<file path="config.mk">
export PLATFORM = sky130hd
export DESIGN_NAME = trig_engine_arbiter
export DESIGN_NICKNAME = d
export VERILOG_FILES = /design/src/rtl/trig_engine_arbiter.sv
export SDC_FILE = /design/constraint.sdc
export NUM_CORES = 1
export LEC_CHECK = 0
export ABC_AREA = 0
export BUFFER_PORTS_ARGS = -buffer_cell sky130_fd_sc_hd__buf_2
export CAP_MARGIN = 5
export CORE_AREA = 3 3 160 162
export DETAILED_ROUTE_END_ITERATION = 6
export DIE_AREA = 0 0 163 165
export PLACE_DENSITY = 0.59
export SYNTH_ARGS = -nofsm -noshare
export SYNTH_HDL_FRONTEND = slang
export SYNTH_SLANG_ARGS = --single-unit
export TNS_END_PERCENT = 20
</file>
<file path="constraint.sdc">
create_clock -name clk -period 2.21 [get_ports clk]
set_input_delay 0.221 -clock clk [delete_from_list [all_inputs] [get_ports clk]]
set_output_delay 0.221 -clock clk [all_outputs]
set_load 0.03 [all_outputs]
</file>
<file path="src/rtl/trig_engine_arbiter.sv">
// Round-robin arbiter/sequencer sharing one Taylor-series float engine between NREQ requesters.
// Optional watchdog abort (quiet-NaN result, rsp_err) enabled by defining TRIG_ARB_TIMEOUT_EN.
module trig_engine_arbiter #(
  parameter int NREQ           = 4,
  parameter int TIMEOUT_CYCLES = 64
) (
  input  logic                 clk,
  input  logic                 rst_n,
  input  logic [NREQ-1:0]      req_valid,
  output logic [NREQ-1:0]      req_ready,
  input  logic [NREQ*32-1:0]   req_x,
  input  logic [NREQ*32-1:0]   req_count,
  output logic [NREQ-1:0]      rsp_valid,
  input  logic [NREQ-1:0]      rsp_ready,
  output logic [31:0]          rsp_res,
  output logic                 rsp_err,
  output logic                 eng_start,
  output logic [31:0]          eng_x,
  output logic [31:0]          eng_count,
  input  logic                 eng_done,
  input  logic [31:0]          eng_res,
  output logic                 busy,
  output logic [2:0]           owner
);

  typedef enum logic [1:0] {IDLE, ISSUE, WAIT, RESP} stateT;

  if (NREQ < 2 || NREQ > 8 || TIMEOUT_CYCLES < 1) begin : gBadCfg
    $error("trig_engine_arbiter: NREQ must be 2..8 and TIMEOUT_CYCLES >= 1");
  end

  stateT                  state, nextState;
  logic [NREQ-1:0][31:0]  xVec, countVec;
  logic [31:0]            xQ, countQ, resQ, selX, selCount;
  logic [2:0]             ownerQ, rrPtr, grantIdx;
  logic [NREQ-1:0]        grantOh, ownerOh;
  logic                   found, waitBlank, accept, timeoutHit, ack;

  assign xVec     = req_x;
  assign countVec = req_count;

  // First set bit at/after rrPtr; second pass covers the wrap-around.
  always_comb begin
    found    = 1'b0;
    grantIdx = '0;
    grantOh  = '0;
    selX     = '0;
    selCount = '0;
    for (int pass = 0; pass < 2; pass++) begin
      for (int i = 0; i < NREQ; i++) begin
        if (!found && req_valid[i] && (pass == 1 || i >= int'(rrPtr))) begin
          found      = 1'b1;
          grantIdx   = 3'(i);
          grantOh[i] = 1'b1;
          selX       = xVec[i];
          selCount   = countVec[i];
        end
      end
    end
  end

  always_comb begin
    ownerOh = '0;
    for (int i = 0; i < NREQ; i++) ownerOh[i] = (ownerQ == 3'(i));
  end

  assign ack    = |(rsp_ready & ownerOh);
  // Done seen in the first WAIT cycle may be left over from the previous run.
  assign accept = eng_done & ~waitBlank;

`ifdef TRIG_ARB_TIMEOUT_EN
  localparam int WaitCntW = $clog2(TIMEOUT_CYCLES + 1);
  logic [WaitCntW-1:0] waitCnt;
  logic                errQ;
  assign timeoutHit = (waitCnt == WaitCntW'(TIMEOUT_CYCLES));
`else
  assign timeoutHit = 1'b0;
`endif

  always_ff @(posedge clk or negedge rst_n) begin
    if (!rst_n) state <= IDLE;
    else        state <= nextState;
  end

  always_comb begin
    nextState = state;
    case (state)
      IDLE:    if (found) nextState = ISSUE;
      ISSUE:   nextState = WAIT;
      WAIT:    if (accept || timeoutHit) nextState = RESP;
      RESP:    if (ack) nextState = IDLE;
      default: nextState = IDLE;
    endcase
  end

  always_comb begin
    req_ready = (state == IDLE) ? grantOh : '0;
    rsp_valid = (state == RESP) ? ownerOh : '0;
    eng_start = (state == ISSUE);
    busy      = (state != IDLE);
`ifdef TRIG_ARB_TIMEOUT_EN
    rsp_err   = errQ & (state == RESP);
`else
    rsp_err   = 1'b0;
`endif
  end

  always_ff @(posedge clk or negedge rst_n) begin
    if (!rst_n) begin
      xQ        <= '0;
      countQ    <= '0;
      resQ      <= '0;
      ownerQ    <= '0;
      rrPtr     <= '0;
      waitBlank <= 1'b0;
    end else begin
      waitBlank <= (state == ISSUE);
      if (state == IDLE && found) begin
        xQ     <= selX;
        countQ <= selCount;
        ownerQ <= grantIdx;
        rrPtr  <= (grantIdx == 3'(NREQ - 1)) ? '0 : grantIdx + 3'd1;
      end
      if (state == WAIT) begin
        if (accept) resQ <= eng_res;
`ifdef TRIG_ARB_TIMEOUT_EN
        else if (timeoutHit) resQ <= 32'h7FC0_0000;
`endif
      end
    end
  end

`ifdef TRIG_ARB_TIMEOUT_EN
  always_ff @(posedge clk or negedge rst_n) begin
    if (!rst_n) begin
      waitCnt <= '0;
      errQ    <= 1'b0;
    end else begin
      waitCnt <= (state == WAIT) ? waitCnt + WaitCntW'(1) : '0;
      if (state == WAIT) begin
        if (accept)          errQ <= 1'b0;
        else if (timeoutHit) errQ <= 1'b1;
      end
    end
  end
`endif

  assign eng_x     = xQ;
  assign eng_count = countQ;
  assign rsp_res   = resQ;
  assign owner     = ownerQ;

endmodule

</file>
==> results of run 1 <==
[critical path, cell delays in order, from the launching register on]
cell and delay, ns:
dfrtp_2 0.45, buf_8 0.17, nor2b_1 0.14, o21ai_2 0.20
nor3b_4 0.08, buf_4 0.15, buf_4 0.15, bufbuf_16 0.30
a222oi_1 0.31, a31oi_1 0.13
[cells in the mapped netlist, types with 23 or more instances]
| library cell | count | area (um2) |
|---|---|---|
| o31ai_1 | 35 | 263 |
| nand2_1 | 72 | 270 |
| nand3_1 | 64 | 320 |
| buf_2 | 50 | 250 |
| dfrtp_1 | 103 | 2580 |
| o22ai_1 | 29 | 181 |
| mux2_2 | 32 | 360 |
| nor2_1 | 73 | 274 |
| clkbuf_1 | 34 | 128 |
| a221oi_1 | 63 | 552 |
| a21oi_1 | 65 | 325 |
| buf_4 | 23 | 173 |
| nor3b_1 | 65 | 488 |
| or3_1 | 65 | 407 |
[power breakdown]
group / switching, uW / internal [uW]
combinational: 6310 / 3480
clock: 946 / 817
sequential: 567 / 2880
[cell usage in the layout (no fill, tap or decap), drive strengths merged, types with 2 or more instances in the layout]
master	n
a21oi	67
diode	6
o22ai	29
mux2	32
nand2	73
nor3b	67
clkbuf	9
clkinv	6
dfrtp	103
a221oi	77
bufbuf	3
nor2b	2
or3	65
ha	4
nor3	22
o21ai	3
nor2	74
a31oi	17
inv	6
o31ai	35
buf	457
conb	2
nand3	64
nand2b	4
a211oi	18
a222oi	17
o311ai	29
[stage by stage]
| step | utilization, % | instances | hold slack (ns) |
|---|---|---|---|
| 2_1_floorplan | - | 940 | -0.0746 |
| 6_report | 45.2 | 1631 | 0.0756 |
| 3_5_place_dp | 42.9 | 1599 | 0.168 |
| 4_1_cts | 44.9 | 1623 | 0.0638 |
| 5_1_grt | 45.2 | 1630 | 0.0629 |
| 3_3_place_gp | 42.9 | 1599 | 0.170 |
[kinds of logic after synthesis]
| kind of cell | count (synthesis) | share of synthesized area, % |
|---|---|---|
| AO/OA/AOI/OAI | 299 | 29.1 |
| adder cells (fa/ha/maj) | 4 | 0.627 |
| buffers and inverters | 121 | 7.94 |
| flip-flops | 103 | 32.3 |
| multiplexers | 33 | 4.79 |
| other | 1 | 0.0470 |
| AND/OR/NAND/NOR | 378 | 25.2 |
[metal layers]
metal	share of wire [%]	vias to the layer above	track usage (%)	wire length [um]
met5	0.024	-	0	9
met4	2.4	2	10.3	915
met3	10	69	6.07	3810
met2	49	696	46.7	18900
met1	38	4732	32.7	14500
li1	-	4379	-	-
[final timing paths]
check,endpoint,cells past startpoint,startpoint,slack [ns]
worst max-delay path,eng_x[24],9,rrPtr[1],-0.002
worst min-delay path,rsp_res[19],2,eng_res[19],0.08
worst max register to register,eng_x[24],9,rrPtr[1],-0.002
worst min register to register,rsp_res[18],1,rsp_res[18],0.50
max in group asynchronous,state[0],3,rst_n,1.28
min in group asynchronous,eng_count[9],2,rst_n,0.32
[timing repair]
item                                   4_1_cts  5_1_grt
endpoints found under the hold margin       20        0
hold buffers                                 1        0
pin swaps                                    4       19
resized for setup                           12       10
setup endpoints to repair                    4       26
cloned                                       3        0
setup buffers                                4        2
[sequential cells by signal, summed over array words and instances (netlist names)]
name	flops
state	2
rsp_res	32
waitBlank	1
owner	2
eng_count	32
rrPtr	2
eng_x	32
[final cells by class]
cell class,count,area [um2]
fill,2460,13300
multi-input combinational,716,4860
timing repair buffer,461,2770
sequential,103,2580
tap,324,405
clock buffer,9,225
clock inverter,7,91.3
inverter,5,18.8
antenna,6,15.0
==> metrics.md, run 1 <==
| Metric | Value |
|---|---|
| Power density over cell area | `1370 nW/um2` |
| CP Max Fanout | `20` |
| Final WS setup | `-0.00174 ns` |
| Worst-path clk slew | `0.10 ns` |
| Fmax | `452 MHz` |
| Setup-failing EPs final | `1` |
| Leakage power total | `0.00467 uW` |
| Largest net degree at the start of global routing | `66` |
| Synth warnings | `0` |
| Worst setup EP type | `flop` |
| Insertion delay to the later sink of the worst-skew pair | `0.37 ns` |
| Post-route ant nets | `0` |
| Area grow syn2layout | `37.3%` |
| Final Hold Fails | `0` |
| Seq/Total Area, Yosys | `32.3%` |
| Synth async-reset ratio | `100%` |
| Syn Area/Cell | `8.50 um2` |
| Core ar. | `24200 um2` |
| Total Routed Length | `38100 um` |
| Top FF cell, synth | `dfrtp_1` |
| Die height | `165 um` |
| Vias in the first global route | `9973` |
| Critical Path RT | `2.45 ns` |
| CTS H-tree lvls | `3` |
| TritonCTS clock tree | `yes` |
| Detailed Routing Iterations Pass 1 | `7` |
| Die X | `163 um` |
| CTS Buf Count | `9` |
| Critical Path AT | `2.45 ns` |
| Routability cong. | `0.908` |
| Slew headroom | `52.4%` |
| #FFs+latches synth | `103` |
| Clk_skew | `0.0155 ns` |
| Root Buffer | `clkbuf_16` |
| Deepest clock path buffer count | `2` |
| Synthesized area | `7990 um2` |
| Wire per inst | `23.4 um` |
| Via count | `9878` |
| Post-synth cell types | `53` |
| Num ports | `409` |
| Post-Place Cell Area | `10400 um2` |
| Nets | `1599` |
| GRT Total Usage | `27.0%` |
| Fin Setup TNS | `-0.00174 ns` |
| CTS sink cnt | `103` |
| Proportion of layout cells with a drive suffix above 1 | `42.1%` |
| Total Power | `15000 uW` |
| Period minus WS final | `2.21 ns` |
| Number of max-cap violations | `0` |
| Final Slew Violations | `0` |
| First-pass GRT wire length | `56600 um` |
| Aggregate global routing overflow | `0` |
| Startpoint types | `flop` |
| RSZ-0062 raised after global routing | `yes` |
| Initial Util | `32.9%` |
| Drt via density | `6.06` |
| Synth Instances | `939` |
| Die area | `26900 um2` |
| Post-synth EDFFs | `0` |
| Worst-Margin Slew | `0.712 ns` |
| Critical path type | `flop to flop` |
| Post-DP HPWL | `25500 um` |
| Final period util | `100%` |
| Outcome | `finished with violations` |
| Number of I/O port buffers | `406` |
| Place WS | `0.0134 ns` |
| 1st-iter DRT viols | `924` |
| Cell row count | `57` |
| Peak VDD IR | `601 uV` |
| Drt drc | `8` |
| Failing checks | `design-rule violations, negative setup slack` |
| Hold Path Class | `input pin to flop` |
| Initial antenna violation count | `6` |
| Fin area | `11000 um2` |
(Power assumes the default switching activity.)
==> inputs of run 2 (changes only) <==
--- a/config.mk
+++ b/config.mk
@@ -12,7 +12,7 @@
 export DETAILED_ROUTE_END_ITERATION = 6
 export DIE_AREA = 0 0 163 165
 export PLACE_DENSITY = 0.59
+export RECOVER_POWER = 100
 export SYNTH_ARGS = -nofsm -noshare
 export SYNTH_HDL_FRONTEND = slang
 export SYNTH_SLANG_ARGS = --single-unit
-export TNS_END_PERCENT = 20
==> run 2 against run 1 <==
The flow finishes with violations (max-capacitance violations, max-slew violations). First-iteration DRC count is 11% higher. Worst setup slack better by 0.064 ns. Total power is 1.5% lower. Combinational power is 2.6% lower. Utilization is 0.51 points lower. Register-to-register slack better by 0.15 ns. Clock power hardly changed. Maximum frequency is 3.0% higher. Flip-flop and latch count stayed put. Cell count hardly changed. Die area stayed put. Critical endpoint is now req_ready[3]. Highest routed layer unchanged.
==> metrics.md, run 2 (synthesized netlist as in run 1, its figures left out) <==
| Metric | Value |
|---|---|
| CP max stage delay | `0.46 ns (was 0.45 ns)` |
| Peak VDD IR | `591 uV (was 601 uV)` |
| Total Routed Length | `38300 um (was 38100 um)` |
| Initial Util | `32.9% (unchanged)` |
| Root Buffer | `clkbuf_16 (unchanged)` |
| Number of I/O port buffers | `406 (unchanged)` |
| Power density over cell area | `1360 nW/um2 (was 1370 nW/um2)` |
| Slowest CP cell | `dfrtp_2 (unchanged)` |
| First-pass GRT wire length | `56500 um (was 56600 um)` |
| CTS Buf Count | `9 (unchanged)` |
| Area grow syn2layout | `35.8% (was 37.3%)` |
| TritonCTS clock tree | `yes (unchanged)` |
| Failing checks | `max-capacitance violations, max-slew violations (was design-rule violations, negative setup slack)` |
| Post-DP HPWL | `25500 um (unchanged)` |
| Critical path type | `flop to output port (was flop to flop)` |
| Vias in the first global route | `9937 (was 9973)` |
| Hold Path Class | `input pin to flop (unchanged)` |
| Deepest clock path buffer count | `2 (unchanged)` |
| Setup-failing EPs final | `0 (was 1)` |
| Post-route insts no fill | `1632 (was 1631)` |
| Startpoint types | `flop (unchanged)` |
| Cell row count | `57 (unchanged)` |
| Critical Path AT | `1.93 ns (was 2.45 ns)` |
| Core ar. | `24200 um2 (unchanged)` |
| Initial antenna violation count | `6 (unchanged)` |
| Leakage power total | `0.00439 uW (was 0.00467 uW)` |
| Crit path cell chain | `nand2b_1 -> a21oi_4 -> buf_12 -> nor3_1 -> buf_2 (was buf_8 -> nor2b_1 -> o21ai_2 -> nor3b_4 -> buf_4 -> buf_4 -> bufbuf_16 -> a222oi_1 -> a31oi_1)` |
| Final WS setup | `0.0619 ns (was -0.00174 ns)` |
| Fin Setup TNS | `0 ns (was -0.00174 ns)` |
| Detailed Routing Iterations Pass 1 | `5 (was 7)` |
| Nets | `1600 (was 1599)` |
| Place WS | `0.0134 ns (unchanged)` |
| Worst-path clk slew | `0.10 ns (about the same)` |
| Final Hold Fails | `0 (unchanged)` |
| Via count | `9797 (was 9878)` |
| Die X | `163 um (unchanged)` |
| 1st-iter DRT viols | `1025 (was 924)` |
| Fillers | `2505 (was 2460)` |
| GRT Total Usage | `26.9% (was 27.0%)` |
| Total Power | `14800 uW (was 15000 uW)` |
| Largest net degree at the start of global routing | `66 (unchanged)` |
| Critical Path RT | `1.99 ns (was 2.45 ns)` |
| Die height | `165 um (unchanged)` |
| CTS H-tree lvls | `3 (unchanged)` |
| Period minus WS final | `2.15 ns (was 2.21 ns)` |
| Die area | `26900 um2 (unchanged)` |
| Number of max-cap violations | `1 (was 0)` |
| Final Slew Violations | `22 (was 0)` |
| Worst-Margin Slew | `1.60 ns (was 0.712 ns)` |
| Post-route ant nets | `0 (unchanged)` |
| Slew headroom | `-6.59% (was 52.4%)` |
| Wire per inst | `23.5 um (was 23.4 um)` |
| Clk_skew | `0.0138 ns (was 0.0155 ns)` |
| Final period util | `97.2% (was 100%)` |
| Worst setup EP type | `output port (was flop)` |
| Insertion delay to the later sink of the worst-skew pair | `0.37 ns (about the same)` |
| Fmax | `466 MHz (was 452 MHz)` |
| Placed cells | `1599 (unchanged)` |
| Proportion of layout cells with a drive suffix above 1 | `34.0% (was 42.1%)` |
| Aggregate global routing overflow | `0 (unchanged)` |
| Outcome | `finished with violations (unchanged)` |
| Num ports | `409 (unchanged)` |
| Routability cong. | `0.908 (unchanged)` |
| CTS sink cnt | `103 (unchanged)` |
| CP Max Fanout | `65 (was 20)` |
| Commonest non-fill, non-tap cell in the layout | `buf_2 (unchanged)` |
| Most frequent cells in the layout | `298 x buf_2, 105 x clkbuf_1, 102 x dfrtp_1 (was 402 x buf_2, 102 x dfrtp_1, 71 x nor2_1)` |
| Drt drc | `0 (was 8)` |
| Drt via density | `6.00 (was 6.06)` |
[run 2: cell count changes in the layout (fill, tap and decap cells not counted), moves of 2 or more]
cell,change
nor2_2,+2
buf_2,-104
buf_4,-2
clkbuf_1,+105
[run 2: path summary, 6_finish.rpt]
| path | start | to | slack (ns) | cells after the start |
|---|---|---|---|---|
| max in group asynchronous | rst_n | eng_x[8] | 0.36 | 3 |
| hold reg to reg | rsp_res[18] | rsp_res[18] | 0.51 | 1 |
| setup reg to reg | rrPtr[1] | eng_count[20] | 0.15 | 8 |
| min in group asynchronous | rst_n | eng_count[9] | 0.79 | 2 |
| setup / recovery | rrPtr[1] | req_ready[3] | 0.06 | 5 |
| hold / removal | eng_res[19] | rsp_res[19] | 0.08 | 2 |
[run 2: repair_timing]
action | in CTS | in global routing
cloned | 3 | 2
resized for setup | 10 | 15
pin swaps | 3 | 5
hold buffers | 1 | 0
setup endpoints to repair | 4 | 29
hold endpoints to repair | 20 | 0
setup buffers | 4 | 2
[run 2: layer usage]
layer | up-vias | GRT usage (%) | routed length [um]
li1 | 4375 | - | -
met1 | 4656 | 32.8 | 14700
met2 | 698 | 46.7 | 18800
met3 | 66 | 5.97 | 3940
met4 | 2 | 10.0 | 869
met5 | - | 0 | 9
[run 2: final cells by class]
class	instances	area (um2)	area share, %
antenna	6	15.0	0.138
inverter	5	18.8	0.173
sequential	103	2580	23.8
clock inverter	7	91.3	0.842
timing repair buffer	461	2650	24.4
clock buffer	9	225	2.08
tap	324	405	3.74
multi-input combinational	717	4860	44.8
[run 2: power breakdown]
group	total [uW]	internal, uW	switching, uW
Sequential	3480	2880	595
Clock	1770	817	949
Combinational	9540	3220	6320
Total	14800	6920	7870
[run 2: stage by stage]
| step | instance area, um2 | hold WS [ns] | util (%) |
|---|---|---|---|
| CTS | 10900 | 0.0638 | 44.9 |
| global route | 10800 | 0.0629 | 44.7 |
| finish | 10800 | 0.0759 | 44.7 |
| global placement | 10400 | 0.170 | 42.9 |
| detailed placement | 10400 | 0.168 | 42.9 |
| floorplan | 7990 | -0.0746 | - |
[run 2: critical path: cells and delay by family (launching register included)]
kind                   cells  cell delay, ns
flip-flops                 1            0.46
buffers and inverters      2            0.49
AO/OA/AOI/OAI              1            0.27
AND/OR/NAND/NOR            2            0.28
